File: config.mk
export PLATFORM = sky130hd
export DESIGN_NAME = fetch_pipe_flat
export DESIGN_NICKNAME = d
export VERILOG_FILES = /design/src/rtl/antares_pkg.sv /design/src/rtl/fetch_pipe_if.sv /design/src/rtl/fetch_pipe_pc_unit.sv /design/src/rtl/fetch_pipe.sv /design/src/flat_wrapper.sv
export SDC_FILE = /design/constraint.sdc
export NUM_CORES = 1
export LEC_CHECK = 0
export CAP_MARGIN = 20
export CELL_PAD_IN_SITES_DETAIL_PLACEMENT = 2
export CELL_PAD_IN_SITES_GLOBAL_PLACEMENT = 2
export CORE_MARGIN = 1
export CORE_UTILIZATION = 37
export CTS_CLUSTER_DIAMETER = 40
export DETAILED_ROUTE_END_ITERATION = 10
export DONT_BUFFER_PORTS = 1
export GPL_TIMING_DRIVEN = 0
export PLACE_DENSITY_LB_ADDON = 0.25
export RECOVER_POWER = 100
export SKIP_LAST_GASP = 1
export SYNTH_ARGS = -nofsm -noshare
export SYNTH_HDL_FRONTEND = slang
export SYNTH_SLANG_ARGS = --single-unit
File: constraint.sdc
create_clock -name clk -period 2.6 [get_ports clk]
set_clock_uncertainty 0.15 [all_clocks]
set_input_delay 0.52 -clock clk [delete_from_list [all_inputs] [get_ports clk]]
set_output_delay 0.52 -clock clk [all_outputs]
set_load 0.02 [all_outputs]
File: src/rtl/antares_pkg.sv
// Shared constants and types for the Antares fetch front end.
package antares_pkg;

    localparam int XLEN = 32;

    typedef logic [XLEN-1:0] word_t;

    localparam word_t NOP_INSTR_DEFAULT = 32'h0000_0000;
    localparam word_t RESET_PC_DEFAULT  = 32'h0000_0000;
    localparam word_t PC_STEP           = 32'd4;

    // Sequential successor; wraps modulo 2^32 by plain overflow.
    function automatic word_t pc_inc(input word_t pc);
        return pc + PC_STEP;
    endfunction

endpackage

File: src/rtl/fetch_pipe_if.sv
// Hazard-unit / instruction-memory / ID-stage signals of the fetch stage.
interface fetch_pipe_if;
    import antares_pkg::*;

    logic  stallIF;
    logic  ifIdWrite;
    logic  branchTaken;
    word_t branchTarget;
    logic  flushID;
    word_t imemAddr;
    word_t imemData;
    word_t instrID;
    word_t pcID;
    logic  validID;
    word_t stallCount;

    // Control and memory sources: hazard unit, branch resolver, imem model.
    modport master (
        output stallIF, ifIdWrite, branchTaken, branchTarget, flushID, imemData,
        input  imemAddr, instrID, pcID, validID, stallCount
    );

    modport slave (
        input  stallIF, ifIdWrite, branchTaken, branchTarget, flushID, imemData,
        output imemAddr, instrID, pcID, validID, stallCount
    );

endinterface

File: src/rtl/fetch_pipe_pc_unit.sv
// Program counter register with redirect / advance / hold next-PC selection.
module pc_unit
    import antares_pkg::*;
#(
    parameter word_t RESET_PC = RESET_PC_DEFAULT
) (
    input  logic  clk,
    input  logic  rst_n,
    input  logic  advance,
    input  logic  redirect,
    input  word_t target,
    output word_t pc,
    output word_t pc_next_seq
);

    assign pc_next_seq = pc_inc(pc);

    // Redirect wins over advance; the target is taken verbatim, low bits included.
    always_ff @(posedge clk or negedge rst_n) begin
        if (!rst_n) begin
            pc <= RESET_PC;
        end else if (redirect) begin
            pc <= target;
        end else if (advance) begin
            pc <= pc_next_seq;
        end
    end

endmodule

File: src/rtl/fetch_pipe.sv
// Instruction fetch stage: PC unit plus IF/ID pipeline register.
// Optional stall-cycle counter enabled by defining FETCH_STALL_COUNTER_EN.
module fetch_pipe
    import antares_pkg::*;
#(
    parameter word_t RESET_PC  = RESET_PC_DEFAULT,
    parameter word_t NOP_INSTR = NOP_INSTR_DEFAULT
) (
    input logic         clk,
    input logic         rst_n,
    fetch_pipe_if.slave bus
);

    word_t pc;
    word_t pc_plus4;
    word_t instr_q;
    word_t pc_id_q;
    logic  valid_q;
    logic  squash;

    assign squash = bus.branchTaken | bus.flushID;

    pc_unit #(
        .RESET_PC (RESET_PC)
    ) u_pc (
        .clk         (clk),
        .rst_n       (rst_n),
        .advance     (bus.stallIF),
        .redirect    (bus.branchTaken),
        .target      (bus.branchTarget),
        .pc          (pc),
        .pc_next_seq (pc_plus4)
    );

    assign bus.imemAddr = pc;

    // Squash outranks ifIdWrite so a flush still lands during a hazard stall.
    always_ff @(posedge clk or negedge rst_n) begin
        if (!rst_n) begin
            instr_q <= NOP_INSTR;
            pc_id_q <= '0;
            valid_q <= 1'b0;
        end else if (squash) begin
            instr_q <= NOP_INSTR;
            pc_id_q <= '0;
            valid_q <= 1'b0;
        end else if (bus.ifIdWrite) begin
            instr_q <= bus.imemData;
            pc_id_q <= pc_plus4;
            valid_q <= 1'b1;
        end
    end

    assign bus.instrID = instr_q;
    assign bus.pcID    = pc_id_q;
    assign bus.validID = valid_q;

`ifdef FETCH_STALL_COUNTER_EN
    word_t stall_count_q;

    // Counts held IF/ID cycles that were not squashed; saturates at all-ones.
    always_ff @(posedge clk or negedge rst_n) begin
        if (!rst_n) begin
            stall_count_q <= '0;
        end else if (!squash && !bus.ifIdWrite && (stall_count_q != '1)) begin
            stall_count_q <= stall_count_q + 32'd1;
        end
    end

    assign bus.stallCount = stall_count_q;
`else
    assign bus.stallCount = '0;
`endif

endmodule

File: src/flat_wrapper.sv
// flat-port wrapper written by rule: the top's interface ports become plain ports
module fetch_pipe_flat import antares_pkg::*;
#(
    parameter word_t RESET_PC  = RESET_PC_DEFAULT,
    parameter word_t NOP_INSTR = NOP_INSTR_DEFAULT
)
  (clk, rst_n, bus_stallIF, bus_ifIdWrite, bus_branchTaken, bus_branchTarget, bus_flushID, bus_imemData, bus_imemAddr, bus_instrID, bus_pcID, bus_validID, bus_stallCount);
  fetch_pipe_if bus_i ();
  input logic clk;
  input logic rst_n;
  input wire logic [$bits(bus_i.stallIF)-1:0] bus_stallIF;
  input wire logic [$bits(bus_i.ifIdWrite)-1:0] bus_ifIdWrite;
  input wire logic [$bits(bus_i.branchTaken)-1:0] bus_branchTaken;
  input wire logic [$bits(bus_i.branchTarget)-1:0] bus_branchTarget;
  input wire logic [$bits(bus_i.flushID)-1:0] bus_flushID;
  input wire logic [$bits(bus_i.imemData)-1:0] bus_imemData;
  output wire logic [$bits(bus_i.imemAddr)-1:0] bus_imemAddr;
  output wire logic [$bits(bus_i.instrID)-1:0] bus_instrID;
  output wire logic [$bits(bus_i.pcID)-1:0] bus_pcID;
  output wire logic [$bits(bus_i.validID)-1:0] bus_validID;
  output wire logic [$bits(bus_i.stallCount)-1:0] bus_stallCount;
  assign bus_i.stallIF = bus_stallIF;
  assign bus_i.ifIdWrite = bus_ifIdWrite;
  assign bus_i.branchTaken = bus_branchTaken;
  assign bus_i.branchTarget = bus_branchTarget;
  assign bus_i.flushID = bus_flushID;
  assign bus_i.imemData = bus_imemData;
  assign bus_imemAddr = bus_i.imemAddr;
  assign bus_instrID = bus_i.instrID;
  assign bus_pcID = bus_i.pcID;
  assign bus_validID = bus_i.validID;
  assign bus_stallCount = bus_i.stallCount;
  fetch_pipe #(.RESET_PC(RESET_PC), .NOP_INSTR(NOP_INSTR)) u_core (.clk(clk), .rst_n(rst_n), .bus(bus_i));
endmodule
==> metrics.txt <==
number of antenna violations at the first check in global routing 0; first-pass GRT wire length 27760 µm; Setup Crit Path Kind register to register; min cycle time layout roughly 2500 ps; die area 0.01397 mm²; DP Area approximately 0.0053 mm²; Ant. Diodes 0; clock sinks 97; CP Max Fanout 10; drc violations 0; startpoint type of the worst setup path register; placer congestion estimate between 0.8 and 0.9; Clk Latency, worst-skew pair approximately 360 ps; layout cells sized above 1 0.1413; reg-to-reg critical path startpoint u_core.u_pc.pc[20]; WP buf/inv 2; Rows 42; library cells used by synthesis 47; final WL roughly 17000 µm; die height around 120 µm; violated checks hold timing; number of flops mapped to enable cells by yosys 0; routed len/inst between 20 and 25 µm; worst slew pin tran ~730 ps; sequential fraction of the synthesis area 0.4857; Crit Reg-Reg Endpoint u_core.u_pc.pc[31]; Worst EP required between 2000 and 3000 ps; DP HPWL about 12000 µm; Vias/cell just under 6; Syn-to-layout area delta 13.60%; via count ~4.3k; Lkg Pwr 2.424 nW; Fmax just over 400 MHz; worst r2r path cells 6; core footprint between 0.01 and 0.015 mm²; CTS clk-pin slew, worst paths ~70 ps; DRT Pass-1 Iters 4; clock tree buffer depth 2; cell mode on critical path or4_1; utilization after layout 0.4304; Fill cells about 1.4k; I/O Buffers 0; ys async rst share 1.000; Tot GR Track Use 0.2560; Multi-input gate area ~0.0022 mm²; post-route cell area between 0.005 and 0.006 mm²; slew margin rel. 0.5140; net switching power ~1.1 mW; Flop pwr share 0.499; Final Hold Vio Count slightly below 100; critical path endpoint category register; Die X roughly 120 µm; Critical Path Slowest Stage Cell or4_1; sw frac 0.3134; CP max stage delay 530 ps; pwr dens approximately 650 mW/mm²; TritonCTS Buffers 9; worst vdd ir between 0.2 and 0.3 mV; Max Slew Vio Count 0; Cell Int Power roughly 2.5 mW; Setup violations, final 0; gr ovfl total 0; unrepaired setup endpoints after global routing true; period utilization 0.9491; Layout Nets between 600 and 700; outcome complete, but fails checks; CTS tree built; cells after synthesis about 510; Final ANT Viol Nets 0; ys flop type dfrtp_1; vias in the first global route 4789; R2R Setup Slk 130 ps; # IOs ~200; syn avg cell area 9.818 µm²; Hold Path Class primary input to async pin; CP arrival 2590 ps; largest net degree at the start of global routing 98; drt initial violations 141; H-tree depth 3; clk root buf clkbuf_16; flop and latch count out of synthesis 97; max_cap viols 0; Synth warnings 0; final hold slack -295.4 ps; Post-Syn Area 0.004997 mm²; Gate power share 0.113; register area 0.002431 mm²; Crit path max-delay family simple AND/OR/NAND/NOR gates; clock share of power 0.388; worst-path cell chain buf_6 -> nand4_2 -> or4_1 -> clkbuf_2 -> or4_1 -> a31oi_1; initial core utilization 0.3789
-- sequential cells by signal (all words and copies together) (netlist names) --
| signal | flops |
|---|---|
| u_core.u_pc.pc | 32 |
| u_core.bus.validID | 1 |
| u_core.bus.instrID | 32 |
| u_core.bus.pcID | 32 |
-- Yosys cell counts, types with 6 or more instances --
library cell,count,area (µm²)
o211ai_1,8,60.06
buf_2,8,40.04
nand4_1,15,93.84
a31oi_1,16,100.1
o31ai_1,11,82.58
nor2_1,24,90.09
dfrtp_1,97,2427
xnor2_1,9,78.83
or3_1,6,37.54
o21ai_0,29,145.1
and3_1,7,43.79
buf_4,35,262.8
a22o_1,35,306.5
clkbuf_1,27,101.4
nand3_1,36,180.2
a32oi_1,6,52.55
nand2_1,49,183.9
nor3_1,10,50.05
or4_1,23,172.7
xor2_1,14,122.6
-- final cells by class --
cell class              count  area share
plain buffers              74     0.07869
clock buffers               9     0.03967
clock inverters             7     0.01455
inverters                   2    0.001322
multi-input cells         366      0.3941
flip-flops and latches     97      0.4283
well taps                 176     0.03879
repair buffers              4    0.004629
-- stage by stage --
| step | worst slack (ps) | std cells | TNS (ps) | power, mW |
|---|---|---|---|---|
| floorplan | 337.8 | 540 | 0 | 2.128 |
| global placement | -224.1 | 716 | -4744 | 2.242 |
| detailed placement | -197.4 | 717 | -2147 | 2.264 |
| CTS | -12.28 | 734 | -12.28 | 3.690 |
| global route | -3.722 | 735 | -5.155 | 3.797 |
| finish | 132.3 | 735 | 0 | 3.662 |
-- cells by family after synthesis --
kind of cell | share of synthesized area
buf+inv | 0.09114
simple gates | 0.2048
fa+ha+maj | 0.002503
other cells | 0.0007504
flops | 0.4857
xor+xnor | 0.04031
mux | 0.006510
compound gates | 0.1683
-- layout by cell type, fill, tap and decap left out, drive strengths merged, types with 2 or more instances in the layout --
| master | count |
|---|---|
| clkinvlp | 2 |
| nor2 | 24 |
| a32oi | 6 |
| o311ai | 3 |
| inv | 5 |
| o21ai | 29 |
| nand3b | 2 |
| nand4b | 2 |
| nor3 | 10 |
| xnor2 | 9 |
| o31ai | 11 |
| and2 | 2 |
| mux2 | 2 |
| conb | 32 |
| nand2 | 49 |
| or4 | 24 |
| and3 | 7 |
| nor4 | 5 |
| dfrtp | 97 |
| nand4 | 16 |
| and4 | 5 |
| buf | 47 |
| a221o | 3 |
| nand3 | 36 |
| xor2 | 14 |
| or3 | 6 |
| a22o | 35 |
| o211ai | 8 |
| a31oi | 16 |
| clkbuf | 40 |
-- power groups by stage --
| stage | Clock (mW) | Sequential [mW] | Combinational (mW) |
|---|---|---|---|
| after floorplan | 0 | 1.81 | 0.319 |
| after global placement | 0 | 1.85 | 0.391 |
| after detailed placement | 0 | 1.86 | 0.408 |
| after CTS | 1.45 | 1.83 | 0.412 |
| after global routing | 1.50 | 1.84 | 0.457 |
| final | 1.42 | 1.83 | 0.415 |
-- per-layer routing --
layer	vias up	routed length [µm]	share of wire	GRT usage
met1	2244	7167	0.41	0.3140
met5	-	0	0	0
met2	136	8791	0.51	0.4294
met3	11	1201	0.069	0.07432
met4	0	164	0.0095	0.08494
li1	1920	-	-	-
-- worst max path at each step --
stage                  startpoint             endpoint  slack [ps]  cells past startpoint
2_1_floorplan     bus_branchTaken  u_core.bus.pcID[23]         340                      6
3_3_place_gp      bus_branchTaken  u_core.bus.pcID[13]        -220                      5
3_5_place_dp    u_core.u_pc.pc[2]  u_core.bus.pcID[30]        -200                      7
4_1_cts         u_core.u_pc.pc[2]  u_core.bus.pcID[30]         -10                      7
5_1_grt         u_core.u_pc.pc[2]   u_core.u_pc.pc[24]          -4                      6
6_report       u_core.u_pc.pc[20]   u_core.u_pc.pc[31]         130                      6
-- worst register-to-register path, delay by kind of cell, from the launching register on --
family | cells | cell delay [ps]
compound gates | 1 | 180
buf+inv | 2 | 370
flops | 1 | 480
simple gates | 3 | 1200
-- repair_timing --
item / in CTS / in global routing
pin swaps: 1 / 1
cloned: 0 / 0
hold endpoints to repair: 97 / 97
endpoints found under the setup margin: 9 / 20
resized for setup: 3 / 6
setup buffers: 1 / 2
(Power assumes the default switching activity.)
